===== src/rtl/mul_iter_unit.sv =====
// Iterative RV32M multiplier: radix-2 shift-add over a WIDTH-bit CLA built from 4-bit slices.
// Operands are reduced to magnitudes at accept time; the sign is re-applied to the full product.
module mul_iter_unit #(
  parameter int WIDTH     = 32,
  parameter bit FAST_ZERO = 1'b1
) (
  input  logic             clk,
  input  logic             rst,
  input  logic             start,
  input  logic [1:0]       op,
  input  logic [WIDTH-1:0] a,
  input  logic [WIDTH-1:0] b,
  output logic             busy,
  output logic             done,
  output logic [WIDTH-1:0] result
);

  localparam int CW = $clog2(WIDTH) + 1;
  localparam int NS = WIDTH / 4;

  typedef enum logic [1:0] {IDLE, CALC, FIX, DONE} state_t;

  state_t           state, state_nxt;
  logic [CW-1:0]    count;
  logic [1:0]       op_q;
  logic             neg_q;
  logic [WIDTH-1:0] mcand, mplier, acc_hi;

  logic             a_sgn, b_sgn, a_neg, b_neg, zero_op;
  logic [WIDTH-1:0] a_mag, b_mag, addend, sum;
  logic             add_co, cy;
  logic [3:0]       g4, p4, c4;
  logic [2*WIDTH-1:0] prod, prod_fix;

  assign a_sgn   = (op == 2'b01) || (op == 2'b10);
  assign b_sgn   = (op == 2'b01);
  assign a_neg   = a_sgn & a[WIDTH-1];
  assign b_neg   = b_sgn & b[WIDTH-1];
  // The most negative value negates onto itself, which is exactly its magnitude when read unsigned.
  assign a_mag   = a_neg ? -a : a;
  assign b_mag   = b_neg ? -b : b;
  assign zero_op = (a == '0) || (b == '0);

  assign addend  = mplier[0] ? mcand : '0;

  always_comb begin
    cy  = 1'b0;
    sum = '0;
    g4  = '0;
    p4  = '0;
    c4  = '0;
    for (int s = 0; s < NS; s++) begin
      g4    = acc_hi[4*s +: 4] & addend[4*s +: 4];
      p4    = acc_hi[4*s +: 4] ^ addend[4*s +: 4];
      c4[0] = cy;
      c4[1] = g4[0] | (p4[0] & cy);
      c4[2] = g4[1] | (p4[1] & g4[0]) | (p4[1] & p4[0] & cy);
      c4[3] = g4[2] | (p4[2] & g4[1]) | (p4[2] & p4[1] & g4[0]) | (p4[2] & p4[1] & p4[0] & cy);
      sum[4*s +: 4] = p4 ^ c4;
      cy = g4[3] | (p4[3] & g4[2]) | (p4[3] & p4[2] & g4[1])
         | (p4[3] & p4[2] & p4[1] & g4[0]) | ((&p4) & cy);
    end
    add_co = cy;
  end

  assign prod     = {acc_hi, mplier};
  assign prod_fix = neg_q ? -prod : prod;

  always_comb begin
    state_nxt = state;
    unique case (state)
      IDLE: if (start) state_nxt = (FAST_ZERO && zero_op) ? DONE : CALC;
      CALC: if (count == CW'(WIDTH - 1)) state_nxt = FIX;
      FIX:  state_nxt = DONE;
      DONE: state_nxt = IDLE;
      default: state_nxt = IDLE;
    endcase
  end

  always_ff @(posedge clk) begin
    if (rst) begin
      state  <= IDLE;
      count  <= '0;
      op_q   <= '0;
      neg_q  <= 1'b0;
      mcand  <= '0;
      mplier <= '0;
      acc_hi <= '0;
      result <= '0;
    end else begin
      state <= state_nxt;
      unique case (state)
        IDLE: begin
          if (start) begin
            op_q   <= op;
            neg_q  <= a_neg ^ b_neg;
            mcand  <= a_mag;
            mplier <= b_mag;
            acc_hi <= '0;
            count  <= '0;
            if (FAST_ZERO && zero_op) result <= '0;
          end
        end
        CALC: begin
          // Adder carry-out becomes the top bit as the accumulator shifts right.
          {acc_hi, mplier} <= {add_co, sum, mplier[WIDTH-1:1]};
          count            <= count + 1'b1;
        end
        FIX: result <= (op_q == 2'b00) ? prod_fix[WIDTH-1:0] : prod_fix[2*WIDTH-1:WIDTH];
        default: ;
      endcase
    end
  end

  assign busy = (state != IDLE);
  assign done = (state == DONE);

endmodule


===== config.mk =====
export PLATFORM = sky130hd
export DESIGN_NAME = mul_iter_unit
export DESIGN_NICKNAME = d
export VERILOG_FILES = /design/src/rtl/mul_iter_unit.sv
export SDC_FILE = /design/constraint.sdc
export NUM_CORES = 1
export LEC_CHECK = 0
export ABC_AREA = 0
export CAP_MARGIN = 5
export CORE_ASPECT_RATIO = 1.75
export CORE_MARGIN = 2
export CORE_UTILIZATION = 30
export DETAILED_ROUTE_END_ITERATION = 8
export DONT_BUFFER_PORTS = 1
export PLACE_DENSITY = 0.4
export SYNTH_ARGS = -nofsm -noshare
export SYNTH_HDL_FRONTEND = slang
export SYNTH_SLANG_ARGS = --single-unit

===== constraint.sdc =====
create_clock -name clk -period 8 [get_ports clk]
set_clock_uncertainty 0.1 [all_clocks]
set_input_delay 2.4 -clock clk [delete_from_list [all_inputs] [get_ports clk]]
set_output_delay 2.4 -clock clk [all_outputs]
set_load 0.02 [all_outputs]

==> flow_summary.rst, run 1 <==
.. list-table::
   :header-rows: 1

   * - Metric
     - Value
   * - Result of the run
     - completed
   * - Maximum clock frequency
     - 208 MHz
   * - Final cycle utilization of the critical path
     - 60.0%
   * - Top-count cell post-synth
     - nand2_1
   * - Total negative setup slack
     - 0 ns
   * - Final worst setup slack
     - 3.20 ns
   * - Total power
     - 0.00328 W
   * - Commonest cells post-synth
     - 194 x nand2_1, 139 x dfxtp_1, 130 x nor2_1, 94 x a21oi_1, 71 x o21ai_0
   * - Vias in the first global route
     - 9,619
   * - Gp weighted congestion
     - 0.818
   * - Count of hold buffers inserted by post-cts repair
     - 0
   * - Floorplan core area
     - 32,800 µm²
   * - Warnings from Yosys
     - 0
   * - Leftover overflow at the end of global routing
     - 0
   * - Final HPWL DP
     - 27.7 mm
   * - Critical path data required time
     - 8.24 ns
   * - Top cells by area in the synthesized netlist
     - dfxtp_1 28%, nand2_1 7.3%, ha_1 5.1%, nor2_1 4.9%, a21oi_1 4.7%
   * - Maximum number of pins on one net before global-route repair
     - 103
   * - Worst IR Drop VDD
     - 0.173 mV
   * - Remaining routing DRC violations
     - 0
   * - Number of sinks on the clock net
     - 139
   * - Power per Cell Area
     - 302 nW/µm²
   * - Layout cells sized above 1
     - 5.59%
   * - Die Y-Extent
     - 245 µm
   * - Post-layout nets
     - 1,376
   * - Max Slew Vio Count
     - 0
   * - Final period demand of the worst path
     - 4.80 ns
   * - Share of Yosys cell area claimed by the top area cell type
     - 27.9%
   * - Nature of the critical path startpoint
     - input pin
   * - Average routed wire per standard cell
     - 21.9 µm
   * - Worst-path clk slew
     - 0.06 ns
   * - Max clock buf depth
     - 2
   * - Library cells used by synthesis
     - 75
   * - Number of enable flip-flop cells after synthesis
     - 0
   * - Yosys reg bits
     - 139
   * - Worst-case headroom to the max-slew limit
     - 24.4%
   * - Critical path endpoint category
     - flop
   * - Largest fanout on the critical path
     - 30
   * - Worst slack at placement
     - 2.71 ns
   * - Cell type with the highest aggregate area in the netlist
     - dfxtp_1
   * - Number of endpoints failing setup at the final stage
     - 0
   * - Final cell area excluding filler cells
     - 10,800 µm²
   * - Top-level port count
     - 103
   * - Antenna Cells
     - 0
   * - Number of antenna-violating nets in the routed design
     - 0
   * - Hold violation count in the final report
     - 0
   * - Number of H-tree levels
     - 4
   * - Slew at the pin closest to its max-slew limit
     - 1.13 ns
   * - Placement Cell Area
     - 10,200 µm²
   * - Initial cell density of the core
     - 30.4%
   * - Antenna violations before repair
     - 0
   * - Type of the worst min-delay path
     - flop to flop
   * - Post-cts sizing count
     - 0
   * - Crit Path Class
     - input pin to flop
   * - TritonCTS clock tree
     - built
   * - Overall fraction of global-route tracks in use
     - 21.6%
   * - Start point of the worst hold path
     - mcand[31]$_SDFFE_PP0P_
   * - Share of synthesized flip-flops with an asynchronous set or reset
     - 0%
   * - Global-route wire length before repair
     - 56.8 mm
   * - Arrival time of data at the critical path endpoint
     - 5.04 ns
   * - Clock latency reported for the late side of the worst-skew pair
     - 0.45 ns
   * - Most instantiated flip-flop cell in the synthesis netlist
     - dfxtp_1
   * - DR vias
     - 9,392
   * - Overall die area
     - 34,800 µm²
   * - Static leakage power
     - 4.03 nW
   * - Synthesized instance count
     - 1,314
   * - Origin of the worst setup path
     - b[8]
   * - Iteration count of the initial detailed-routing pass
     - 5
   * - Core Rows
     - 88
   * - Sequential element share of the synthesized area
     - 27.9%
   * - Net count after synthesis
     - 1,432
   * - Avg Synthesized Cell Area
     - 7.59 µm²
   * - Drt via density
     - 5.60
   * - Critical R2R Launch
     - mplier[0]$_SDFFE_PP0P_
   * - CTS Buf Count
     - 17
   * - Width of the chip
     - 142 µm
   * - Number of max-cap violations
     - 0
   * - Post-synth design cell area
     - 9970 µm²
   * - Setup repair after global routing missed its margin
     - false
   * - CTS root buffer
     - clkbuf_16
   * - Number of DRC markers in iteration 0
     - 427
   * - Layout Area Growth over Synthesis
     - 8.67%
   * - Routed Wire Length
     - 36.7 mm
   * - Number of buffers added on ports
     - 0
   * - # Post-CTS Setup Buffers
     - 0
stage by stage:
stage	hold slack, ns	std cells	utilization [%]
after floorplan	0.327	1314	-
after global placement	0.350	1644	31.2
after detailed placement	0.348	1644	31.2
after CTS	0.356	1676	33.0
after global routing	0.410	1676	33.0
final	0.356	1676	33.0
worst paths after layout:
check | slack (ns) | end | cells past startpoint
max | 3.20 | result[4]$_SDFFE_PP0P_ | 8
min | 0.36 | mcand[31]$_SDFFE_PP0P_ | 2
max reg2reg | 4.17 | acc_hi[28]$_SDFFE_PP0P_ | 13
min reg2reg | 0.36 | mcand[31]$_SDFFE_PP0P_ | 2
worst max-delay path, cell delays in order:
cell	delay (ns)
nor4_2	0.35
or3b_1	0.52
nor4_4	0.52
a32oi_1	0.20
nand2b_1	0.25
o21a_1	0.26
nor2b_4	0.25
a22o_1	0.27
metal layers:
layer	share of wire [%]	vias to the layer above	GRT usage, %
met2	56	178	41.8
met5	0	-	0
met4	5.1	0	11.7
li1	-	4698	-
met3	2.7	51	3.08
met1	37	4465	22.0
cell families (layout without fill, tap and decap cells):
| kind of cell | count (synthesis) | after routing | synth area share (%) |
|---|---|---|---|
| AND/OR/NAND/NOR | 534 | 534 | 25.9 |
| AO/OA/AOI/OAI | 383 | 383 | 26.0 |
| flip-flops | 139 | 139 | 27.9 |
| adder cells (fa/ha/maj) | 49 | 49 | 6.75 |
| multiplexers | 11 | 11 | 1.28 |
| XOR/XNOR | 86 | 86 | 7.55 |
| buffers and inverters | 112 | 69 | 4.64 |
sequential cells by signal, indices dropped and copies added (netlist names):
name    cells
acc_hi     32
mcand      32
mplier     32
result     32
count       6
op_q        2
state       2
neg_q       1
power breakdown:
group | internal (W) | switching [W] | leakage (nW) | total (W)
combinational | 0.000461 | 0.000954 | 2.60 | 0.00142
clock | 0.000509 | 0.000324 | 0.290 | 0.000832
sequential | 0.000817 | 0.000213 | 1.13 | 0.00103
placed cells by master (no fill, tap or decap), drive strengths merged, types with 31 or more instances in the layout:
| master | n |
|---|---|
| nand3 | 36 |
| and2 | 37 |
| a211oi | 31 |
| nand2 | 194 |
| dfxtp | 139 |
| xor2 | 45 |
| o21ai | 72 |
| a21oi | 94 |
| ha | 41 |
| nor2 | 130 |
| xnor2 | 41 |
cell type report:
cell class	instances	area, µm²
clock buffers	27	523
clock inverters	5	80.1
fillers	3530	22000
inverters	25	93.8
multi-input cells	1063	6760
flip-flops and latches	139	2780
well taps	405	507
repair buffers	12	90.1
No activity file was read; power rests on OpenSTA's default activity.
==> inputs of run 2 (changes only) <==
PLACE_DENSITY = 0.41   (was 0.4)
clock period = 3.9 ns   (was 8 ns; I/O delays follow)
==> flow_summary.rst, run 2 (synthesis results as in run 1) <==
.. list-table::
   :header-rows: 1

   * - Metric
     - Value
   * - Number of DRC markers in iteration 0
     - 401
   * - Minimum setup slack among reg-to-reg paths
     - 0.28 ns
   * - Hold violation count in the final report
     - 0
   * - Die Y-Extent
     - 245 µm
   * - Static leakage power
     - 4.33 nW
   * - Clock latency reported for the late side of the worst-skew pair
     - 0.46 ns
   * - Standard cell with the maximum stage delay on the critical path
     - nor4_2
   * - Overall die area
     - 34,800 µm²
   * - Cells along the critical path
     - nor4_2 > nand4_2 > or2_1 > or4_1 > mux2_2 > nor2_1 > a311oi_1 > a32o_1
   * - Global-route wire length before repair
     - 58.4 mm
   * - Drt via density
     - 5.54
   * - Initial cell density of the core
     - 30.4%
   * - Worst-case headroom to the max-slew limit
     - 27.9%
   * - Worst path top cell family by delay
     - simple AND/OR/NAND/NOR gates
   * - Average routed wire per standard cell
     - 21.6 µm
   * - Maximum number of pins on one net before global-route repair
     - 103
   * - Final cycle utilization of the critical path
     - 92.8%
   * - Count of buffering cells on the critical path with inverters included
     - 0
   * - DR vias
     - 9,605
   * - Register-to-Register Path Depth
     - 8
   * - Arrival time of data at the critical path endpoint
     - 3.91 ns
   * - Nature of the critical path startpoint
     - flop
   * - Number of buffers added on ports
     - 0
   * - Number of H-tree levels
     - 4
   * - Biggest cell delay along the critical path
     - 0.76 ns
   * - # Post-CTS Setup Buffers
     - 0
   * - Floorplan core area
     - 32,800 µm²
   * - Count of hold buffers inserted by post-cts repair
     - 0
   * - Post-cts sizing count
     - 0
   * - Width of the chip
     - 142 µm
   * - Max clock buf depth
     - 2
   * - Routed Wire Length
     - 37.5 mm
   * - Destination of the worst register-to-register timing path
     - result[26]$_SDFFE_PP0P_
   * - Start point of the worst hold path
     - mcand[31]$_SDFFE_PP0P_
   * - Critical path endpoint category
     - flop
   * - Max Slew Vio Count
     - 0
   * - Final period demand of the worst path
     - 3.62 ns
   * - Number of sinks on the clock net
     - 139
   * - Type of the worst min-delay path
     - flop to flop
   * - Total negative setup slack
     - 0 ns
   * - Slew at the pin closest to its max-slew limit
     - 1.08 ns
   * - Crit Path Class
     - flop to flop
   * - TritonCTS clock tree
     - built
   * - Iteration count of the initial detailed-routing pass
     - 4
   * - Post-layout nets
     - 1,435
   * - Min Hold Slack
     - 0.348 ns
   * - Number of antenna-violating nets in the routed design
     - 0
   * - CTS root buffer
     - clkbuf_16
   * - Final HPWL DP
     - 29.2 mm
   * - Leftover overflow at the end of global routing
     - 0
   * - Hold depth
     - 2
   * - Worst IR Drop VDD
     - 0.326 mV
   * - Critical R2R Launch
     - mplier[10]$_SDFFE_PP0P_
   * - Vias in the first global route
     - 9,925
   * - Number of cells on the critical path
     - 8
   * - Top-level port count
     - 103
   * - Result of the run
     - completed
   * - Remaining routing DRC violations
     - 0
   * - Number of endpoints failing setup at the final stage
     - 0
   * - Overall fraction of global-route tracks in use
     - 22.1%
   * - Commonest non-fill, non-tap cell in the layout
     - nand2_1
   * - Largest fanout on the critical path
     - 7
   * - Power per Cell Area
     - 621 nW/µm²
   * - Critical path data required time
     - 4.19 ns
   * - Number of max-cap violations
     - 0
   * - Layout cells sized above 1
     - 9.92%
   * - Antenna Cells
     - 0
   * - Antenna violations before repair
     - 0
   * - Setup repair after global routing missed its margin
     - false
   * - Hold-critical path endpoint
     - mcand[31]$_SDFFE_PP0P_
   * - Commonest non-fill, non-tap cells in the layout
     - 194 x nand2_1, 138 x dfxtp_1, 129 x nor2_1
   * - Worst-path clk slew
     - 0.06 ns
   * - Gp weighted congestion
     - 0.836
   * - Core Rows
     - 88
   * - CTS Buf Count
     - 17
   * - Maximum clock frequency
     - 276 MHz
   * - Layout Area Growth over Synthesis
     - 13.4%
-- run 2: cell types whose count changed in the layout (fill, tap and decap cells not counted) --
cell / previous run / this run
buf_4: 12 / 68
clkbuf_8: 6 / 1
clkinv_2: 1 / 5
buf_12: 0 / 3
clkbuf_1: 4 / 2
clkinv_4: 0 / 2
bufinv_16: 2 / 3
-- run 2: tightest hold or removal path, cell delays in order, from the launching register on --
cell and delay [ns]:
dfxtp_1 0.31, nand2_1 0.05, a21oi_1 0.05
-- run 2: worst max path at each step --
stage                                       start                      end  slack [ns]
after floorplan                              b[8]  result[23]$_SDFFE_PP0P_        0.33
after global placement                       b[8]   result[0]$_SDFFE_PP0P_        0.23
after detailed placement  mplier[10]$_SDFFE_PP0P_  result[20]$_SDFFE_PP0P_        0.19
after CTS                 mplier[10]$_SDFFE_PP0P_  result[26]$_SDFFE_PP0P_        0.20
after global routing      mplier[10]$_SDFFE_PP0P_  result[20]$_SDFFE_PP0P_        0.08
final                     mplier[10]$_SDFFE_PP0P_  result[26]$_SDFFE_PP0P_        0.28
-- run 2: cell type report --
cell class              count  area, µm²
flip-flops and latches    139       2780
clock inverters            12        148
fillers                  3521      21500
multi-input cells        1063       6760
repair buffers             71        571
inverters                  25       93.8
clock buffers              20        447
well taps                 405        507
-- run 2: where the power goes --
part	internal (W)	total, W	switching, W
Clock	0.00102	0.00170	0.000686
Combinational	0.00117	0.00336	0.00219
Sequential	0.00168	0.00196	0.000284
Total	0.00386	0.00702	0.00316
-- run 2: per-layer routing --
layer  track usage [%]  wire [µm]  vias to the layer above
li1                  -          -                     4819
met2              43.5      20800                      174
met3              3.34       1130                       57
met1              22.0      13700                     4555
met4              11.3       1820                        0
met5                 0          0                        -
-- run 2: per-stage QoR --
step                      cells  power [W]  area (µm²)  util (%)  setup slack, ns
after floorplan            1314    0.00414        9970         -            0.332
after global placement     1703    0.00539       10700      32.7            0.233
after detailed placement   1703    0.00540       10700      32.7            0.189
after CTS                  1735    0.00712       11300      34.5            0.198
after global routing       1735    0.00754       11300      34.5           0.0771
final                      1735    0.00702       11300      34.5            0.279
